## config.mk

```make
export PLATFORM = sky130hd
export DESIGN_NAME = rpi_bus_rx
export DESIGN_NICKNAME = d
export VERILOG_FILES = /design/src/rtl/rpi_bus_rx.sv
export SDC_FILE = /design/constraint.sdc
export NUM_CORES = 1
export LEC_CHECK = 0
export CAP_MARGIN = 20
export CORE_UTILIZATION = 51
export CTS_BUF_LIST = sky130_fd_sc_hd__clkbuf_4 sky130_fd_sc_hd__clkbuf_8
export DETAILED_ROUTE_END_ITERATION = 10
export GPL_ROUTABILITY_DRIVEN = 1
export PLACE_DENSITY = 0.77
export SLEW_MARGIN = 25
export SYNTH_ARGS = -nofsm -noshare
export SYNTH_HDL_FRONTEND = slang
export SYNTH_SLANG_ARGS = --single-unit
```

## constraint.sdc

```tcl
create_clock -name clk_100mhz -period 1.5 [get_ports clk_100mhz]
set_input_delay 0.3 -clock clk_100mhz [delete_from_list [all_inputs] [get_ports clk_100mhz]]
set_output_delay 0.3 -clock clk_100mhz [all_outputs]
set_load 0.03 [all_outputs]
```

## src/rtl/rpi_bus_rx.sv

```systemverilog
// Receiver for the Raspberry Pi GPIO parallel bus: synchronises strobe and data,
// emits one byte write per strobe rise, frames bytes and aborts stalled frames.
module rpi_bus_rx #(
  parameter int FRAME_BYTES = 2,
  parameter int IDX_W       = 1,
  parameter int TIMEOUT_CYC = 1000000
) (
  input  logic             clk_100mhz,
  input  logic             rst_n,
  input  logic [0:7]       RPI_IO,
  input  logic             rpi_strobe,
  output logic             rpi_ack,
  output logic [0:7]       data_out,
  output logic             data_valid,
  output logic [IDX_W-1:0] byte_idx,
  output logic             frame_done,
  output logic             frame_err,
  output logic             busy,
  output logic             LED1,
  output logic             LED2
);

  localparam int TO_W = (TIMEOUT_CYC > 1) ? $clog2(TIMEOUT_CYC) : 1;
  localparam logic [TO_W-1:0]  TO_LAST  = TO_W'(TIMEOUT_CYC - 1);
  localparam logic [IDX_W-1:0] IDX_LAST = IDX_W'(FRAME_BYTES - 1);

  typedef enum logic {IDLE, RECV} state_t;

  state_t           state, state_nxt;
  logic             s1, s2, s3;
  logic [0:7]       d1, d2;
  logic [1:0]       fill;
  logic             armed;
  logic             accept;
  logic [IDX_W-1:0] count, count_nxt;
  logic [TO_W-1:0]  to_cnt, to_nxt;
  logic             dv_nxt, fd_nxt, fe_nxt, led1_nxt, led2_nxt;
  logic [IDX_W-1:0] idx_nxt;

  // fill marks when s2 holds a real sample, so a strobe that is already high
  // at reset release is never mistaken for a fresh rise.
  always_ff @(posedge clk_100mhz or negedge rst_n) begin
    if (!rst_n) begin
      s1    <= 1'b0;
      s2    <= 1'b0;
      s3    <= 1'b0;
      d1    <= '0;
      d2    <= '0;
      fill  <= '0;
      armed <= 1'b0;
    end else begin
      s1   <= rpi_strobe;
      s2   <= s1;
      s3   <= s2;
      d1   <= RPI_IO;
      d2   <= d1;
      fill <= {fill[0], 1'b1};
      if (fill[1] && !s2)
        armed <= 1'b1;
    end
  end

  assign accept = s2 & ~s3 & armed;

  always_comb begin
    state_nxt = state;
    count_nxt = count;
    to_nxt    = to_cnt;
    idx_nxt   = byte_idx;
    dv_nxt    = 1'b0;
    fd_nxt    = 1'b0;
    fe_nxt    = 1'b0;
    led1_nxt  = LED1;
    led2_nxt  = LED2;
    case (state)
      IDLE: begin
        to_nxt = '0;
        if (accept) begin
          dv_nxt  = 1'b1;
          idx_nxt = '0;
          if (FRAME_BYTES == 1) begin
            fd_nxt    = 1'b1;
            led1_nxt  = ~LED1;
            count_nxt = '0;
          end else begin
            count_nxt = IDX_W'(1);
            state_nxt = RECV;
          end
        end
      end
      RECV: begin
        // A rise on the terminal cycle still wins over the abort.
        if (accept) begin
          dv_nxt  = 1'b1;
          idx_nxt = count;
          to_nxt  = '0;
          if (count == IDX_LAST) begin
            fd_nxt    = 1'b1;
            led1_nxt  = ~LED1;
            count_nxt = '0;
            state_nxt = IDLE;
          end else begin
            count_nxt = count + IDX_W'(1);
          end
        end else if (to_cnt == TO_LAST) begin
          fe_nxt    = 1'b1;
          led2_nxt  = 1'b1;
          count_nxt = '0;
          to_nxt    = '0;
          state_nxt = IDLE;
        end else begin
          to_nxt = to_cnt + TO_W'(1);
        end
      end
      default: state_nxt = IDLE;
    endcase
  end

  always_ff @(posedge clk_100mhz or negedge rst_n) begin
    if (!rst_n) begin
      state      <= IDLE;
      count      <= '0;
      to_cnt     <= '0;
      data_out   <= '0;
      data_valid <= 1'b0;
      byte_idx   <= '0;
      frame_done <= 1'b0;
      frame_err  <= 1'b0;
      busy       <= 1'b0;
      LED1       <= 1'b0;
      LED2       <= 1'b0;
      rpi_ack    <= 1'b0;
    end else begin
      state      <= state_nxt;
      count      <= count_nxt;
      to_cnt     <= to_nxt;
      data_valid <= dv_nxt;
      byte_idx   <= idx_nxt;
      frame_done <= fd_nxt;
      frame_err  <= fe_nxt;
      busy       <= (state_nxt == RECV);
      LED1       <= led1_nxt;
      LED2       <= led2_nxt;
      if (accept)
        data_out <= d2;
      if (accept)
        rpi_ack <= 1'b1;
      else if (!s2)
        rpi_ack <= 1'b0;
    end
  end

endmodule

```

# Word level (Yosys, flattened, before mapping)
# Index checks and enable logic that the tools add are counted.
dict set report totals {
  ff_bits 59
  output_inout_bits 16
  elab_cells 61
}
dict set report classes {
  addsub 2
  eq_ne 5
  muxes 24
  n_bitwise 6
  reduce_logical 6
}
# operator n
set ops {}
lappend ops {{20-bit 2-to-1 mux} 2}
lappend ops {{20-bit case mux with 2 select lines} 1}
lappend ops {{20-bit by 1-bit adder with 20-bit output, second input constant} 1}
lappend ops {{20-bit equality test, second input constant} 1}
lappend ops {{1-bit 2-to-1 mux} 18}
lappend ops {{1-bit case mux with 2 select lines} 3}
lappend ops {{3-bit AND reduction} 2}
lappend ops {{2-bit by 1-bit inequality test with 1-bit output, second input constant} 2}
lappend ops {{1-bit NOT} 4}
lappend ops {{2-bit AND reduction} 2}
lappend ops {{3-bit by 1-bit inequality test with 1-bit output, second input constant} 1}
lappend ops {{1-bit AND} 2}
lappend ops {{2-bit inequality test, second input constant} 1}
lappend ops {{1-bit adder, second input constant} 1}
lappend ops {{1-bit logical AND} 1}
lappend ops {{1-bit logical NOT} 1}

# Longest topological paths before layout
# Gate-level depths: netlist of the first run.
dict set report depth {
  depth_word 5
  mapped_depth 6
  depth_no_buf 5
}

# Worst setup path before layout of the first run
# Ideal clock, no wire load.
dict set report synth_timing {
  path_type {register to register}
  start {reg to_cnt[6]}
  end {reg to_cnt[2]}
  setup_time_ns 0.122
  arrival_ns 1.325
  required_time_ns 1.378
  path_slack_ns 0.053
  stages_incl_launch_ff 6
  path_cell_list {dfrtp_1 > nor4b_1 > nand4_1 > o21bai_1 > buf_2 > nor2_1}
}
dict set report synth_via {
  elab_chain_cells 4
}
# item line
set synth_lines {}
lappend synth_lines {{start: declaration} 36} ;# logic [TO_W-1:0] to_cnt, to_nxt;
lappend synth_lines {{start signal: assignment} 136} ;# to_cnt <= to_nxt;
lappend synth_lines {{20-bit equality test} 105} ;# end else if (to_cnt == TO_LAST) begin
lappend synth_lines {{20-bit 2-to-1 mux} 105}
lappend synth_lines {{20-bit 2-to-1 mux} 93} ;# if (accept) begin
lappend synth_lines {{20-bit case mux with 2 select lines} 75} ;# case (state)
lappend synth_lines {{net to_nxt[2]} 36}
# The timed path passes the listed nets, and every way through them passes these cells.
# A chain may end at the register's enable or synchronous reset.

# Final worst setup path of the first run
dict set report layout_timing {
  start {reg to_cnt[12]}
  end {reg to_cnt[19]}
}
dict set report layout_via {
  elab_chain_cells 4
}
# item line
set layout_lines {}
lappend layout_lines {{20-bit by 1-bit adder with 20-bit output or 20-bit equality test (tied branches)} {112, 105}}
lappend layout_lines {{20-bit 2-to-1 mux (*)} 105}
lappend layout_lines {{20-bit 2-to-1 mux (*)} 93}
lappend layout_lines {{20-bit case mux with 2 select lines (*)} 75}
lappend layout_lines {{net to_nxt[19]} 36}
# The timed path passes the listed nets; every way through them passes the cells marked *.

==> results of run 1 <==
Yosys cell counts, types with 2 or more instances:
cell type / instances / area share, %
a21o_1: 2 / 0.68
a21oi_1: 5 / 1.1
and3_1: 3 / 0.85
and4_1: 2 / 0.80
buf_2: 3 / 0.68
clkbuf_1: 3 / 0.51
dfrtp_1: 59 / 67
inv_1: 3 / 0.51
nand2_1: 35 / 6.0
nand3_1: 7 / 1.6
nand4_1: 7 / 2.0
nor2_1: 16 / 2.7
nor4_1: 3 / 0.85
o21ai_0: 5 / 1.1
o31ai_1: 2 / 0.68
or3_1: 2 / 0.57
xnor2_1: 3 / 1.2
xor2_1: 11 / 4.4
state kept, by name, summed over array words and instances, names as in the netlist, 2 cells and up:
register / cells
d2: 8
d1: 8
fill: 2
data_out: 8
to_cnt: 20
worst max-delay path, stage by stage (launching register included):
cell	delay, ns
dfrtp_1	0.42
nor4b_2	0.37
nand4_1	0.24
o21bai_4	0.24
buf_6	0.18
a21oi_2	0.05
cells in the final DEF, fill, tap and decap left out, types with 2 or more instances in the layout:
| master | count |
|---|---|
| nor4_2 | 2 |
| o21ai_0 | 3 |
| and4_2 | 2 |
| inv_1 | 3 |
| or3_1 | 2 |
| a21oi_1 | 3 |
| inv_6 | 2 |
| clkbuf_8 | 9 |
| a21oi_2 | 3 |
| nor2_4 | 4 |
| buf_4 | 27 |
| dfrtp_1 | 59 |
| dlygate4sd2_1 | 16 |
| clkdlybuf4s50_1 | 9 |
| xnor2_1 | 3 |
| nor2_2 | 2 |
| and3_1 | 3 |
| o21ai_2 | 2 |
| nand3_1 | 7 |
| or4_4 | 2 |
| nand2_1 | 34 |
| buf_6 | 2 |
| clkinvlp_4 | 2 |
| a21o_1 | 2 |
| nor2_1 | 10 |
| nand4_1 | 7 |
| xor2_1 | 10 |
power groups by stage:
stage | Combinational, W | Sequential (W) | Clock, W
CTS | 0.000718 | 0.00181 | 0.00147
global placement | 0.000647 | 0.00184 | 0
global route | 0.000848 | 0.00183 | 0.00156
finish | 0.000799 | 0.00182 | 0.00145
detailed placement | 0.000676 | 0.00185 | 0
floorplan | 0.000188 | 0.00199 | 0
per-stage QoR:
| step | hold slack, ns | std cells | TNS [ns] | utilization [%] |
|---|---|---|---|---|
| 3_3_place_gp | 0.314 | 281 | 0 | 66.0 |
| 3_5_place_dp | 0.322 | 281 | -1.75 | 66.0 |
| 6_report | 0.350 | 305 | -2.46 | 75.5 |
| 4_1_cts | 0.351 | 304 | -0.553 | 72.6 |
| 2_1_floorplan | 0.00441 | 188 | 0 | - |
| 5_1_grt | 0.358 | 305 | -2.86 | 75.5 |
final timing paths:
path | from | endpoint | slack (ns)
setup / recovery | to_cnt[12]$_DFF_PN0_ | to_cnt[19]$_DFF_PN0_ | -0.13
hold / removal | d1[7]$_DFF_PN0_ | d2[7]$_DFF_PN0_ | 0.35
setup reg to reg | to_cnt[12]$_DFF_PN0_ | to_cnt[19]$_DFF_PN0_ | -0.13
hold reg to reg | d1[7]$_DFF_PN0_ | d2[7]$_DFF_PN0_ | 0.35
max in group asynchronous | rst_n | data_out[7]$_DFFE_PN0P_ | 0.76
min in group asynchronous | rst_n | to_cnt[11]$_DFF_PN0_ | 0.49
cell type report:
class	instances	area, µm²	area share, %
Multi-Input combinational cell	120	821	26.8
Timing Repair Buffer	57	490	16.0
Clock buffer	9	124	4.05
Sequential cell	59	1480	48.2
Inverter	3	11.3	0.368
Clock inverter	7	76.3	2.49
Tap cell	50	62.6	2.04
layer usage:
layer  wire length, µm  vias to the layer above
met5                 0                        -
met4                79                        0
met3               209                       15
met2              2560                       45
met1              2090                      845
li1                  -                      759
repair_timing:
| action | in CTS | in global routing |
|---|---|---|
| cloned | 1 | 0 |
| buffers inserted | 5 | 1 |
| hold buffers | 1 | 0 |
| pin swaps | 2 | 14 |
| endpoints found under the hold margin | 59 | 0 |
| endpoints found under the setup margin | 39 | 23 |
| gates resized for setup | 25 | 27 |
cells by family after synthesis:
family,Yosys count,synth area share (%)
buf+inv,9,1.71
fa+ha+maj,1,0.568
other cells,1,0.170
compound gates,17,4.66
simple gates,87,20.2
xor+xnor,14,5.57
flops,59,67.1
==> qor.txt, run 1 <==
Logic gate share of total power: 19.6%
DPL Wire Length: 2870 µm
EDFF count, synth: 0
TritonRoute pass-1 iters: 4
CTS H-tree lvls: 3
Part of the power in registers: 44.7%
Avg Synthesized Cell Area: 11.7 µm²
CP startpoint kind: flip-flop
Hold Violations, Final: 0
RD Place Congestion: 0.876
DP Worst Slack: -0.108 ns
P_sw: 0.00122 W
Met2 global-route usage: 36.9%
Post-layout min period: 1.63 ns
CTS max path bufs: 2
Run status: complete, but fails checks
Overall die width: 67.7 µm
F_max: 613 MHz
#FFs+latches synth: 59
Async set-reset flop share out of synthesis: 100%
Net Sw Frac: 30.0%
Global route total overflow: 0
Synth unique cells: 35
Synth Flop Type: dfrtp_1
Pint: 0.00285 W
Synth-to-Final Area Change: 39.1%
DP Area: 2680 µm²
Core Box Area: 4060 µm²
Met1 Use GR: 26.0%
TritonCTS buffer count: 9
Starting DRT DRC Count: 81
Hold WC Path Type: flip-flop to flip-flop
Reg clk slew, reported paths: 0.07 ns
Antenna viol nets, final: 0
Initial Utilization: 54.2%
Worst setup EP type: flip-flop
Fill count: 262
WHS Path Cells: 0
CTS Sinks: 59
Vias in the first global route: 1,587
CTS tree: done
N_diodes: 0
Worst-Skew Late Latency: 0.34 ns
RSZ-0062 raised after global routing: yes
Root Buffer: clkbuf_8
Busiest layer in global routing: met2
Vias per cell: 5.46
Power Dens Cells: 1330 nW/µm²
CP Max Fanout: 7
Via count: 1,664
Clk pwr share: 35.7%
Grt met3 use: 7.26%
Number of port buffers: 26
Total Power: 0.00407 W
Mapped cell area: 2200 µm²
Gr usage total: 23.0%
Critical Path AT: 1.84 ns
Worst EP required: 1.71 ns
Warnings, synthesis: 0
Max_cap viols: 0
Total Wirelength: 4940 µm
# nets final: 262
Final Cell Area: 3060 µm²
R2R depth: 5
Worst Setup Slack, final: -0.131 ns
Failing checks: negative setup slack
Row count: 23
Die Height: 67.7 µm
Setup-failing EPs final: 22
IO Pins: 27
Largest net degree at the start of global routing: 60
Crit Path Category: flip-flop to flip-flop
Initial antenna violation count: 0
Global-route wire length before repair: 7230 µm
Worst Skew: 0.00621 ns
Syn nets: 200
Period utilization: 109%
Sequential fraction of the synthesis area: 67.1%
Wire per inst: 16.2 µm
Synth Instances: 188
Static leakage: 1.46 nW
Share of layout cells above drive strength 1: 29.8%
Die Area: 4580 µm²
Slew Viols, Final: 0
Drt drc: 0
Max IR drop VDD: 864 µV
No activity file was read; power rests on OpenSTA's default activity.
==> run 2: changes to the inputs <==
--- a/config.mk
+++ b/config.mk
@@ -9,3 +9,3 @@
 export CORE_UTILIZATION = 51
-export CTS_BUF_LIST = sky130_fd_sc_hd__clkbuf_4 sky130_fd_sc_hd__clkbuf_8
+export CTS_BUF_LIST = sky130_fd_sc_hd__clkbuf_2 sky130_fd_sc_hd__clkbuf_4 sky130_fd_sc_hd__clkbuf_8
 export DETAILED_ROUTE_END_ITERATION = 10
@@ -13,2 +13,3 @@
 export PLACE_DENSITY = 0.77
+export RECOVER_POWER = 100
 export SLEW_MARGIN = 25
==> constraint.sdc (replaced) <==
create_clock -name clk_100mhz -period 1.5 [get_ports clk_100mhz]
set_input_delay 0.225 -clock clk_100mhz [delete_from_list [all_inputs] [get_ports clk_100mhz]]
set_output_delay 0.225 -clock clk_100mhz [all_outputs]
set_load 0.03 [all_outputs]
==> qor.txt, run 2 (synthesis gave the netlist of run 1 again) <==
Run status: complete, but fails checks
Failing checks: negative setup slack
Worst EP required: 1.71 ns
# nets final: 267
Largest net degree at the start of global routing: 60
Logic gate share of total power: 20.3%
CTS Sinks: 59
F_max: 596 MHz
Worst setup EP type: flip-flop
IO Pins: 27
Max_slew headroom: 48.8%
Final non-filler cell total: 310
Hold Violations, Final: 0
TritonRoute pass-1 iters: 5
Wire per inst: 17.8 µm
R2r setup slk: -0.18 ns
Core Box Area: 4060 µm²
Antenna viol nets, final: 0
Global route total overflow: 0
Global-route wire length before repair: 7760 µm
Max reg flops: 20
Via count: 1,715
Pint: 0.00299 W
Max IR drop VDD: 803 µV
Total Wirelength: 5530 µm
CP Max Fanout: 7
Part of the power in registers: 43.7%
Post-layout min period: 1.68 ns
RSZ-0062 raised after global routing: yes
Fill count: 234
Vias per cell: 5.53
Slowest-stage cell, CP: dfrtp_1
Hold WS: 0.347 ns
P_sw: 0.00120 W
Cell chain of the critical path: nor4_4 -> nand4_1 -> o21bai_2 -> buf_6 -> buf_8 -> a21oi_2
N_diodes: 0
RD Place Congestion: 0.903
Overall die width: 67.7 µm
Root Buffer: clkbuf_8
DPL Wire Length: 2900 µm
Worst stage delay on the critical path: 0.43 ns
CTS max path bufs: 2
Reg clk slew, reported paths: 0.06 ns
Commonest non-fill, non-tap cell in the layout: dfrtp_1
Row count: 23
Worst Setup Slack, final: -0.178 ns
Slew @ Worst Pin: 0.769 ns
Max_cap viols: 0
Worst Skew: 0.00489 ns
Period utilization: 112%
Setup-failing EPs final: 23
Post-placement cell count: 280
Vias in the first global route: 1,706
CTS tree: done
Number of port buffers: 26
Net Sw Frac: 28.5%
Most frequent cells in the layout: dfrtp_1, nand2_1, buf_4
Power Dens Cells: 1330 nW/µm²
Drt drc: 0
Starting DRT DRC Count: 170
Clk pwr share: 35.9%
Register name with the most flops: to_cnt
Gr usage total: 24.5%
Share of layout cells above drive strength 1: 35.4%
CTS H-tree lvls: 3
Hold WC Path Type: flip-flop to flip-flop
Synth-to-Final Area Change: 43.0%
Final Util: 77.6%
Worst-Skew Late Latency: 0.33 ns
CP startpoint kind: flip-flop
Initial antenna violation count: 0
Slew Viols, Final: 0
Static leakage: 1.47 nW
Die Area: 4580 µm²
TritonCTS buffer count: 9
Initial Utilization: 54.2%
Die Height: 67.7 µm
Crit Path Category: flip-flop to flip-flop
Critical Path AT: 1.89 ns
-- run 2: changes by cell type in the layout (fill, tap and decap cells not counted), moves of 2 or more --
cell and change:
clkdlybuf4s50_1 -9, dlygate4sd3_1 +9, nor2_1 -8, nor2_2 +7
a21oi_1 -3, a21oi_2 +3, clkbuf_8 +3, dfrtp_1 -3
dfrtp_2 +3, clkbuf_4 +2, inv_6 -2
-- run 2: repair_timing --
| action | 4_1_cts | 5_1_grt |
|---|---|---|
| setup buffers | 7 | 5 |
| resized for setup | 50 | 21 |
| hold endpoints to repair | 59 | 0 |
| hold buffers | 1 | 0 |
| setup endpoints to repair | 39 | 23 |
| gates cloned | 1 | 0 |
| pin swaps | 18 | 8 |
-- run 2: layer usage --
layer	track usage [%]	wire length [µm]	vias up
met1	26.8	2080	848
met3	9.29	314	24
met4	13.8	209	0
met2	40.5	2920	72
met5	0	0	-
li1	-	-	771
-- run 2: area by class of cell --
cell class / instances / area [µm²] / area share [%]
multi-input cells: 120 / 850 / 27.0
clock buffers: 12 / 165 / 5.25
well taps: 50 / 62.6 / 1.99
clock inverters: 4 / 47.5 / 1.51
repair buffers: 62 / 532 / 16.9
inverters: 3 / 11.3 / 0.358
flip-flops and latches: 59 / 1480 / 47.0
-- run 2: per-stage QoR --
| step | instance area [µm²] | TNS (ns) | power, W | setup WS, ns |
|---|---|---|---|---|
| finish | 3150 | -3.63 | 0.00419 | -0.178 |
| global route | 3150 | -5.06 | 0.00438 | -0.328 |
| CTS | 3060 | -0.905 | 0.00412 | -0.0702 |
| detailed placement | 2670 | -2.15 | 0.00251 | -0.130 |
| global placement | 2670 | 0 | 0.00247 | 0.0210 |
| floorplan | 2200 | 0 | 0.00218 | 0.0534 |
-- run 2: power groups by stage --
stage | clock (W) | sequential [W] | combinational, W
finish | 0.00151 | 0.00183 | 0.000852
global route | 0.00162 | 0.00185 | 0.000908
CTS | 0.00152 | 0.00182 | 0.000789
global placement | 0 | 0.00184 | 0.000628
floorplan | 0 | 0.00199 | 0.000188
detailed placement | 0 | 0.00186 | 0.000655
-- run 2: path summary, 6_finish.rpt --
path,startpoint,end,depth (start not counted)
worst max-delay path,to_cnt[10]$_DFF_PN0_,to_cnt[18]$_DFF_PN0_,6
worst min-delay path,d1[3]$_DFF_PN0_,d2[3]$_DFF_PN0_,0
worst max register to register,to_cnt[10]$_DFF_PN0_,to_cnt[18]$_DFF_PN0_,6
worst min register to register,d1[3]$_DFF_PN0_,d2[3]$_DFF_PN0_,0
max in group asynchronous,rst_n,to_cnt[8]$_DFF_PN0_,3
min in group asynchronous,rst_n,to_cnt[16]$_DFF_PN0_,3
-- run 2: critical path, delay by kind of cell (launching register included) --
family	cells	cell delay, ns
buffers and inverters	2	0.27
AO/OA/AOI/OAI	2	0.25
AND/OR/NAND/NOR	2	0.60
flip-flops	1	0.43
